<file path="src/rtl/rr_arbiter_onehot.sv">
// Round-robin arbiter with a registered one-hot grant that feeds a one-hot AND-OR selector.
// The grant is held until the owner acks or drops its request, then priority rotates past the owner.
module rr_arbiter_onehot #(
    parameter int in_val = 4,
    parameter int idx_w  = 2
) (
    input  logic              clk,
    input  logic              rst,
    input  logic [in_val-1:0] req,
    input  logic              ack,
    output logic [in_val-1:0] grant,
    output logic              grant_valid,
    output logic [idx_w-1:0]  grant_idx
);

    typedef enum logic {IDLE, BUSY} state_t;

    localparam logic [idx_w-1:0] last_idx = idx_w'(in_val - 1);

    state_t              state, state_nxt;
    logic [idx_w-1:0]    ptr, ptr_nxt;
    logic [idx_w-1:0]    idx_inc, base, win, idx_nxt;
    logic [in_val-1:0]   onehot, grant_nxt;
    logic                valid_nxt, rel;

    // Releasing owner becomes lowest priority: the search restarts one past it.
    always_comb begin
        idx_inc = (grant_idx == last_idx) ? '0 : grant_idx + 1'b1;
        rel     = ack | ~(|(grant & req));
        base    = (state == BUSY) ? idx_inc : ptr;
    end

    // Winner is the requester with the smallest rotational distance from base.
    always_comb begin
        int best;
        int d;
        best   = in_val;
        d      = 0;
        win    = base;
        onehot = '0;
        for (int j = 0; j < in_val; j++) begin
            if (req[j]) begin
                d = (j >= int'(base)) ? j - int'(base) : j + in_val - int'(base);
                if (d < best) begin
                    best = d;
                    win  = idx_w'(j);
                end
            end
        end
        for (int j = 0; j < in_val; j++) begin
            onehot[j] = (idx_w'(j) == win);
        end
    end

    always_comb begin
        // NOTE: every output of this block gets a default first so no path leaves it unassigned (no latches).
        state_nxt = state;
        ptr_nxt   = ptr;
        grant_nxt = grant;
        idx_nxt   = grant_idx;
        valid_nxt = grant_valid;
        case (state)
            IDLE: begin
                if (|req) begin
                    grant_nxt = onehot;
                    idx_nxt   = win;
                    valid_nxt = 1'b1;
                    state_nxt = BUSY;
                end
            end
            BUSY: begin
                if (rel) begin
                    ptr_nxt = idx_inc;
                    if (|req) begin
                        grant_nxt = onehot;
                        idx_nxt   = win;
                    end else begin
                        grant_nxt = '0;
                        valid_nxt = 1'b0;
                        state_nxt = IDLE;
                    end
                end
            end
            default: state_nxt = IDLE;
        endcase
    end

    // NOTE: sequential state uses non-blocking assignments so all flops update together at the edge.
    always_ff @(posedge clk or posedge rst) begin
        if (rst) begin
            state       <= IDLE;
            ptr         <= '0;
            grant       <= '0;
            grant_valid <= 1'b0;
            grant_idx   <= '0;
        end else begin
            state       <= state_nxt;
            ptr         <= ptr_nxt;
            grant       <= grant_nxt;
            grant_valid <= valid_nxt;
            grant_idx   <= idx_nxt;
        end
    end

endmodule

</file>
<file path="config.mk">
export PLATFORM = sky130hd
export DESIGN_NAME = rr_arbiter_onehot
export DESIGN_NICKNAME = d
export VERILOG_FILES = /design/src/rtl/rr_arbiter_onehot.sv
export SDC_FILE = /design/constraint.sdc
export NUM_CORES = 1
export LEC_CHECK = 0
export BUFFER_PORTS_ARGS = -buffer_cell sky130_fd_sc_hd__buf_4
export CORE_MARGIN = 2
export CORE_UTILIZATION = 49
export CTS_CLUSTER_DIAMETER = 80
export DETAILED_ROUTE_END_ITERATION = 7
export PLACE_DENSITY = 0.82
export RECOVER_POWER = 100
export SYNTH_ARGS = -nofsm -noshare
export SYNTH_HDL_FRONTEND = slang
export SYNTH_SLANG_ARGS = --single-unit
export TNS_END_PERCENT = 30
</file>
<file path="constraint.sdc">
create_clock -name clk -period 4.4 [get_ports clk]
set_clock_uncertainty 0.05 [all_clocks]
set_input_delay 0.22 -clock clk [delete_from_list [all_inputs] [get_ports clk]]
set_output_delay 0.22 -clock clk [all_outputs]
set_load 0.005 [all_outputs]
</file>
==> results.yml, run 1 <==
worst_hold_path:
  whs_path_depth: 3
  hold_path.class: "input port to register"
setup_path:
  critPathLaunchType: "register"
  crit_top_cell: "ha_4"
  end_kind: "register"
  rr_worst_depth: 20
  crit_type: "register to register"
  cp_max_fo: 4
  crit_chain: "ha_4 > mux2_4 > inv_4 > ha_4 > and2_4 > inv_2 > ha_4 > a311o_1 > a21oi_2 > nand2_2 > o31ai_4 > ha_1 > nand3_1 > o2111a_2 > mux2_4 > ha_4 > nor4b_4 > nor2_1 > o21ai_2 > a32o_1"
  required_ns: 4.55
  critical_path_arrival_ns: 4.39
  cp_slowest_cell: "dfrtp_1"
  cpPeakStageDelay_ns: 0.42
status:
  status: "complete, no violations"
place:
  dp_hpwl_um: 1490
  placedCellCount: 142
  io_buffers: 13
  place_congestion: 0.801
grt:
  antenna_found_initial: 0
  grt-ovfl-total: 0
  grt_max_degree: 12
  grt_util_all_layers_pct: 20.0
  grt_pass1_wl_um: 3130
  grt_pass1_vias: 741
route:
  viasPerCell: 5.38
  route.detailed.drc: 0
  drtAntennaViolNets: 0
  drtPass1Iterations: 4
  vias: 828
  routed_wl_um: 2080
  first_iter_violations: 22
  wl_per_cell_um: 13.5
final_layout:
  area_growth_pct: 39.5
  drive_gt1_share_pct: 45.0
  multiInputGateArea_um2: 672
  fin_util_pct: 72.0
  num-fill-cells: 134
  seqCellArea_um2: 250
  stdcell_count: 154
  final_nets: 147
  antenna_cells: 0
sta:
  fmax_mhz: 236
  post-route-period-util_pct: 96.4
  drv_slew: 0
  hold_viol_final: 0
  worst_pin_slew_ns: 0.677
  period_needed_ns: 4.24
  final-setup-viol-count: 0
  slew-limit-headroom_pct: 54.4
  rsz0062_at_grt: "yes"
cts:
  cts.clk_slew.worst_paths_ns: 0.07
  cts.htree.levels: 1
  clockBufferDepth: 2
  numCtsBuffers: 3
  clk_latency_ns: 0.27
  cts_tree: "built"
  clock-root-buffer: "clkbuf_4"
  cts.sinks: 10
floorplan:
  die_area_um2: 2180
  dieHeight_um: 46.6
  rows: 15
  start_util_pct: 51.6
  core_area_um2: 1730
  io_pins: 14
  fp.dieW_um: 46.6
synthesis:
  synth.area.top_cells: "dfrtp_1 (28%), ha_1 (14%), nand2_1 (5.5%)"
  syn_nets: 115
  syn_inst: 98
  syn_area_per_cell_um2: 9.09
  synth_cell_type_count: 36
  synth_edf_count: 0
  synth_seq_cells: 10
  synthArstFlopShare_pct: 100
  yosys.area.top_type_share_pct: 28.1
  seq_area_frac_synth_pct: 28.1
  ys_warn_count: 0
  synthFlopType: "dfrtp_1"
  netlist_area_um2: 891
  synth_area_leader_cell: "dfrtp_1"
flow_run:
  maxCapViolations: 0
[final timing paths]
check | start | end | slack (ns)
min | req[3] | state$_DFF_PP0_ | 0.17
max | grant_idx[1]$_DFFE_PP0P_ | grant[3]$_DFFE_PP0P_ | 0.16
max in group asynchronous | rst | grant[0]$_DFFE_PP0P_ | 3.58
min in group asynchronous | rst | grant_idx[1]$_DFFE_PP0P_ | 0.44
max reg2reg | grant_idx[1]$_DFFE_PP0P_ | grant[3]$_DFFE_PP0P_ | 0.16
min reg2reg | grant_valid$_DFFE_PP0P_ | grant_valid$_DFFE_PP0P_ | 0.44
[flip-flops by register name (all words and copies together), names as in the netlist]
| signal | count |
|---|---|
| grant | 4 |
| grant_idx | 2 |
| ptr | 2 |
| grant_valid | 1 |
| state | 1 |
[cells in the mapped netlist (2+ instances only)]
master	count
a22oi_1	3
or2_2	2
nor2_1	5
a21oi_1	3
nand2_1	13
buf_6	2
o21ai_0	6
mux2_2	4
dfrtp_1	10
inv_1	9
o21ai_1	3
o31ai_1	3
nor2b_1	2
ha_1	10
and2_1	2
[cell usage in the layout, fill, tap and decap left out, drive strengths merged]
master and n:
a211oi 1, a21boi 1, a21oi 4, a22oi 3
a311o 1, a31oi 1, a32o 1, and2 2
buf 21, clkbuf 11, dfrtp 10, dlygate4sd3 1
ha 10, inv 10, mux2 5, nand2 13
nand3 1, nor2 6, nor2b 2, nor3b 1
nor4 1, nor4b 1, o2111a 1, o2111ai 1
o21ai 9, o21bai 1, o221ai 1, o31ai 3
o32ai 1, or2 2, or2b 1, or3b 1
or4 1
[through the flow]
step / TNS, ns / area [um2] / worst slack [ns] / hold slack [ns]
floorplan: 0 / 891 / 0.103 / 0.0102
global placement: 0 / 1060 / 0.0178 / 0.162
detailed placement: -0.140 / 1060 / -0.0446 / 0.173
CTS: 0 / 1110 / 0.00300 / 0.163
global route: -0.104 / 1240 / -0.0394 / 0.186
finish: 0 / 1240 / 0.159 / 0.174
[per-layer routing]
layer / track usage [%] / part of all wire (%) / up-vias
met5: 0 / 0 / -
met4: 5.00 / 0 / 0
met3: 4.71 / 4.5 / 0
met2: 34.7 / 51 / 21
met1: 24.8 / 44 / 390
li1: - / - / 417
[repair_timing]
item	4_1_cts	5_1_grt
gates resized for setup	2	17
hold endpoints to repair	10	0
setup buffers	0	7
pin swaps	0	12
setup endpoints to repair	5	6
hold buffers	1	0
[critical path: cells and delay by family, from the launching register on]
| kind | cells | cell delay [ns] |
|---|---|---|
| buffers and inverters | 2 | 0.11 |
| and+or+nand+nor | 5 | 0.69 |
| adders and majority gates | 5 | 0.99 |
| AOI/OAI and AO/OA | 6 | 1.30 |
| muxes | 2 | 0.60 |
| DFF | 1 | 0.42 |
[logic make-up after synthesis]
| logic type | count (synthesis) | share of synthesized area, % |
|---|---|---|
| buf+inv | 12 | 6.74 |
| flops | 10 | 28.1 |
| fa+ha+maj | 10 | 14.0 |
| simple gates | 32 | 19.9 |
| mux | 5 | 6.74 |
| compound gates | 29 | 24.4 |
[area by class of cell]
cell class | count | area share [%]
clock buffers | 4 | 2.92
repair buffers | 29 | 17.1
flip-flops and latches | 10 | 20.1
inverters | 10 | 3.22
well taps | 25 | 2.52
multi-input cells | 76 | 54.1
Power of run 1 is not shown: default switching activity piles up to over one toggle a cycle in this logic, so the estimate is an artifact.
==> run 2, diff against run 1 <==
CORE_MARGIN = unset   (was 2)
==> run 2 against run 1 <==
Effect of this change:
- wire length increased by 7.4%
- worst setup slack worse by 0.056 ns
- sequential cell count stayed put
- core utilization is 0.67 points lower
- highest routed layer is now met4
- die area fell by 8.4%
- count of clock-buffer cells in the layout unchanged
==> results.yml, run 2 (synthesized netlist as in run 1, its figures left out) <==
floorplan:
  start_util_pct: 52.2
  die_area_um2: 1990
  core_area_um2: 1710
  io_pins: 14
  rows: 15
  fp.dieW_um: 44.6
  dieHeight_um: 44.6
cts:
  clockBufferDepth: 2
  clock-root-buffer: "clkbuf_4"
  numCtsBuffers: 3
  clk_latency_ns: 0.28
  cts.sinks: 10
  cts.htree.levels: 1
  cts_tree: "built"
  cts.clk_slew.worst_paths_ns: 0.08
sta:
  hold_viol_final: 0
  fmax_mhz: 233
  whs_ns: 0.163
  finalSetupTns_ns: 0
  rsz0062_at_grt: "yes"
  fin_ws_ns: 0.103
  slew-limit-headroom_pct: 55.2
  final-setup-viol-count: 0
  drv_slew: 0
  period_needed_ns: 4.30
  worst_pin_slew_ns: 0.666
  post-route-period-util_pct: 97.7
route:
  route.detailed.drc: 0
  vias: 839
  wl_per_cell_um: 14.7
  drtPass1Iterations: 4
  drtAntennaViolNets: 0
  first_iter_violations: 21
  routed_wl_um: 2230
  viasPerCell: 5.52
setup_path:
  reg2reg_slack_ns: 0.10
  worst-path-buf-inv: 2
  critical_path_arrival_ns: 4.45
  startpoint: "grant_idx[1]$_DFFE_PP0P_"
  cp_slowest_cell: "dfrtp_1"
  end_kind: "register"
  crit_chain: "ha_1 > mux2_4 > inv_4 > ha_4 > and2_4 > inv_2 > ha_4 > a311o_1 > a21oi_2 > nand2_2 > o31ai_4 > ha_1 > o2111ai_1 > o2111a_2 > mux2_4 > ha_4 > nor4b_4 > nor2_2 > o21ai_2 > a32o_1"
  crit_type: "register to register"
  r2r-start: "grant_idx[1]$_DFFE_PP0P_"
  cp_max_fo: 4
  cp_top_family: "compound AO/OA/AOI/OAI gates"
  critPathLaunchType: "register"
  required_ns: 4.55
  crit_top_cell: "ha_4"
  cpPeakStageDelay_ns: 0.39
final_layout:
  top_register: "grant"
  largest_register_ffs: 4
  multiInputGateArea_um2: 658
  num-fill-cells: 111
  area_growth_pct: 36.7
  final_nets: 145
  fin_util_pct: 71.3
  layout_common_cells: "buf_4 (20), nand2_1 (12), dfrtp_1 (10)"
  antenna_cells: 0
  largestRegisters: "grant x4, grant_idx x2, ptr x2"
  seqCellArea_um2: 250
  drive_gt1_share_pct: 44.1
  final_common_cell: "buf_4"
place:
  dp_hpwl_um: 1470
  io_buffers: 13
  place_congestion: 0.798
  dpl_worst_slack_ns: -0.0731
worst_hold_path:
  hold_path.class: "input port to register"
  min_from: "req[3]"
grt:
  grt_util_all_layers_pct: 22.3
  grt_max_degree: 12
  grt_pass1_wl_um: 3250
  grt_pass1_vias: 809
  grt-ovfl-total: 0
  antenna_found_initial: 0
flow_run:
  maxCapViolations: 0
status:
  status: "complete, no violations"
## run 2: cell count changes in the layout (fill, tap and decap cells not counted), sizes merged
cell	change
buf	-1
clkbuf	-1
## run 2: repair_timing
action | in CTS | in global routing
endpoints found under the hold margin | 10 | 0
gates resized for setup | 3 | 16
pin swaps | 1 | 10
gates cloned | 0 | 0
endpoints found under the setup margin | 5 | 6
buffers inserted | 0 | 5
hold buffers | 1 | 0
## run 2: path summary, 6_finish.rpt
path,to,depth (start not counted)
max,grant[3]$_DFFE_PP0P_,20
max reg2reg,grant[3]$_DFFE_PP0P_,20
max in group asynchronous,grant[2]$_DFFE_PP0P_,3
min in group asynchronous,state$_DFF_PP0_,3
min reg2reg,ptr[0]$_DFFE_PP0P_,1
min,state$_DFF_PP0_,3
## run 2: cell type report
| type | instances | share of cell area (%) |
|---|---|---|
| clock buffers | 4 | 2.98 |
| flip-flops and latches | 10 | 20.6 |
| well taps | 25 | 2.57 |
| multi-input cells | 76 | 54.1 |
| inverters | 10 | 3.29 |
| repair buffers | 27 | 16.5 |
## run 2: worst reg2reg max path, cell delays in order, from the launching register on
cell and delay [ns]:
dfrtp_1 0.39, ha_1 0.31, mux2_4 0.30, inv_4 0.07
ha_4 0.12, and2_4 0.13, inv_2 0.04, ha_4 0.15
a311o_1 0.38, a21oi_2 0.20, nand2_2 0.09, o31ai_4 0.07
ha_1 0.27, o2111ai_1 0.08, o2111a_2 0.24, mux2_4 0.32
ha_4 0.18, nor4b_4 0.32, nor2_2 0.08, o21ai_2 0.23
a32o_1 0.20
## run 2: through the flow
stage,instance area (um2),std cells
after global routing,1220,152
after global placement,1060,142
after detailed placement,1060,142
after floorplan,891,98
after CTS,1120,147
final,1220,152
## run 2: metal layers
metal / wire, um / up-vias / part of all wire [%] / GRT usage (%)
met1: 931 / 399 / 42 / 24.6
met5: 0 / - / 0 / 0
met4: 38 / 0 / 1.7 / 6.06
met3: 85 / 5 / 3.8 / 4.49
met2: 1180 / 19 / 53 / 42.6
li1: - / 416 / - / -
Power of run 2 is left out for the same reason.
==> run 3, diff against run 2 <==
SETUP_SLACK_MARGIN = 0.2   (was unset)
==> run 3 against run 2 <==
Effect of this change:
- global-route usage up 5.3 points
- core utilization up 4.0 points
- fmax up 1.2%
- sequential cell count unchanged
- final area up 5.7%
- wire length up 19%
- cell count up 2.0%
- count of clock-buffer cells in the layout unchanged
- die area unchanged
- critical path depth up 1
- via count up 7.3%
- non-clock buffer count up 3
==> results.yml, run 3 (synthesized netlist as in run 1, its figures left out) <==
setup_path:
  cp_slowest_cell: "dfrtp_1"
  required_ns: 4.55
  cp_top_family: "compound AO/OA/AOI/OAI gates"
  critical_path_arrival_ns: 4.40
  cpPeakStageDelay_ns: 0.42
  worst-path-buf-inv: 3
  startpoint: "grant_idx[0]$_DFFE_PP0P_"
  crit_type: "register to register"
  worstReg2RegEnd: "grant[3]$_DFFE_PP0P_"
  reg2reg_slack_ns: 0.15
  critPathLaunchType: "register"
  r2r-start: "grant_idx[0]$_DFFE_PP0P_"
  crit_chain: "clkbuf_1 > nor3b_4 > nor2_4 > inv_2 > ha_4 > and2_4 > inv_2 > ha_4 > a311o_1 > a21oi_2 > nand2_1 > o31ai_2 > ha_1 > o2111ai_2 > o2111a_2 > mux2_4 > ha_4 > nor4b_4 > nor2_1 > o21ai_2 > a32o_1"
  crit_cells: 21
  crit_top_cell: "ha_4"
  cp_max_fo: 4
  crit_end: "grant[3]$_DFFE_PP0P_"
  rr_worst_depth: 21
  end_kind: "register"
grt:
  grt_util_all_layers_pct: 27.6
  grt-ovfl-total: 0
  grt_pass1_vias: 892
  grt_max_degree: 12
  grt_pass1_wl_um: 4000
  antenna_found_initial: 0
floorplan:
  rows: 15
  core_area_um2: 1710
  dieHeight_um: 44.6
  io_pins: 14
  die_area_um2: 1990
  start_util_pct: 52.2
  fp.dieW_um: 44.6
cts:
  clk_latency_ns: 0.27
  numCtsBuffers: 3
  cts_tree: "built"
  cts.clk_slew.worst_paths_ns: 0.07
  cts.htree.levels: 1
  clock-root-buffer: "clkbuf_4"
  clockBufferDepth: 2
  cts.sinks: 10
final_layout:
  layout_common_cells: "buf_4 (20), nand2_1 (13), clkbuf_4 (10), dfrtp_1 (10), inv_1 (7)"
  largestRegisters: "grant x4, grant_idx x2, ptr x2"
  fin_util_pct: 75.3
  area_growth_pct: 44.4
  top_register: "grant"
  num-fill-cells: 124
  largest_register_ffs: 4
  final_nets: 148
  antenna_cells: 0
  final_common_cell: "buf_4"
  drive_gt1_share_pct: 49.2
route:
  wl_per_cell_um: 17.2
  drtAntennaViolNets: 0
  routed_wl_um: 2670
  route.detailed.drc: 0
  first_iter_violations: 23
  viasPerCell: 5.81
  vias: 900
  drtPass1Iterations: 4
worst_hold_path:
  hold_path.class: "input port to register"
sta:
  slew-limit-headroom_pct: 50.7
  fmax_mhz: 235
  worst_pin_slew_ns: 0.732
  post-route-period-util_pct: 96.5
  period_needed_ns: 4.25
  rsz0062_at_grt: "yes"
  final-setup-viol-count: 0
  drv_slew: 0
  hold_viol_final: 0
  finalSetupTns_ns: 0
status:
  status: "complete, no violations"
flow_run:
  maxCapViolations: 0
place:
  dp_hpwl_um: 1690
  io_buffers: 13
  place_congestion: 0.795
run 3: changes by cell type in the layout (fill, tap and decap cells not counted), moves of 2 or more:
| cell | previous run | this run |
|---|---|---|
| clkbuf_4 | 8 | 10 |
| o31ai_2 | 0 | 2 |
| ha_1 | 7 | 5 |
| ha_4 | 3 | 5 |
run 3: how the worst min path moves through the flow:
stage	cells after the start	startpoint	slack [ns]	end
2_1_floorplan	1	rst	0.01	grant[0]$_DFFE_PP0P_
3_3_place_gp	2	rst	0.16	grant_valid$_DFFE_PP0P_
6_report	3	req[3]	0.17	state$_DFF_PP0_
5_1_grt	3	req[3]	0.19	state$_DFF_PP0_
3_5_place_dp	2	rst	0.17	grant_valid$_DFFE_PP0P_
4_1_cts	3	req[3]	0.18	state$_DFF_PP0_
run 3: metrics by stage:
stage / instance area (um2) / hold slack, ns / setup slack, ns / instances
floorplan: 900 / 0.0102 / 0.231 / 98
global placement: 1040 / 0.163 / 0.0984 / 139
detailed placement: 1040 / 0.167 / -0.0447 / 139
CTS: 1220 / 0.179 / 0.149 / 152
global route: 1290 / 0.195 / 0.0237 / 155
finish: 1290 / 0.173 / 0.152 / 155
run 3: metal layers:
layer,GRT usage [%],vias to the layer above,part of all wire (%)
li1,-,423,-
met1,30.6,434,39
met2,52.9,33,54
met3,4.49,10,4.2
met4,8.48,0,3.3
met5,0,-,0
run 3: area by class of cell:
cell class	instances	area, um2	share of cell area (%)
sequential	10	250	19.5
inverter	10	40.0	3.11
tap	25	31.3	2.43
clock buffer	4	36.3	2.82
timing repair buffer	30	220	17.1
multi-input combinational	76	708	55.1
run 3: repair_timing:
action,4_1_cts,5_1_grt
pin swaps,10,12
hold endpoints to repair,10,0
buffers inserted,8,3
endpoints found under the setup margin,6,6
hold buffers,1,0
gates cloned,0,0
gates resized for setup,16,7
run 3: worst min-delay path, delay by kind of cell:
family | cells | cell delay (ns)
buffers and inverters | 2 | 0.16
and+or+nand+nor | 1 | 0.07
Power of run 3 is left out for the same reason.
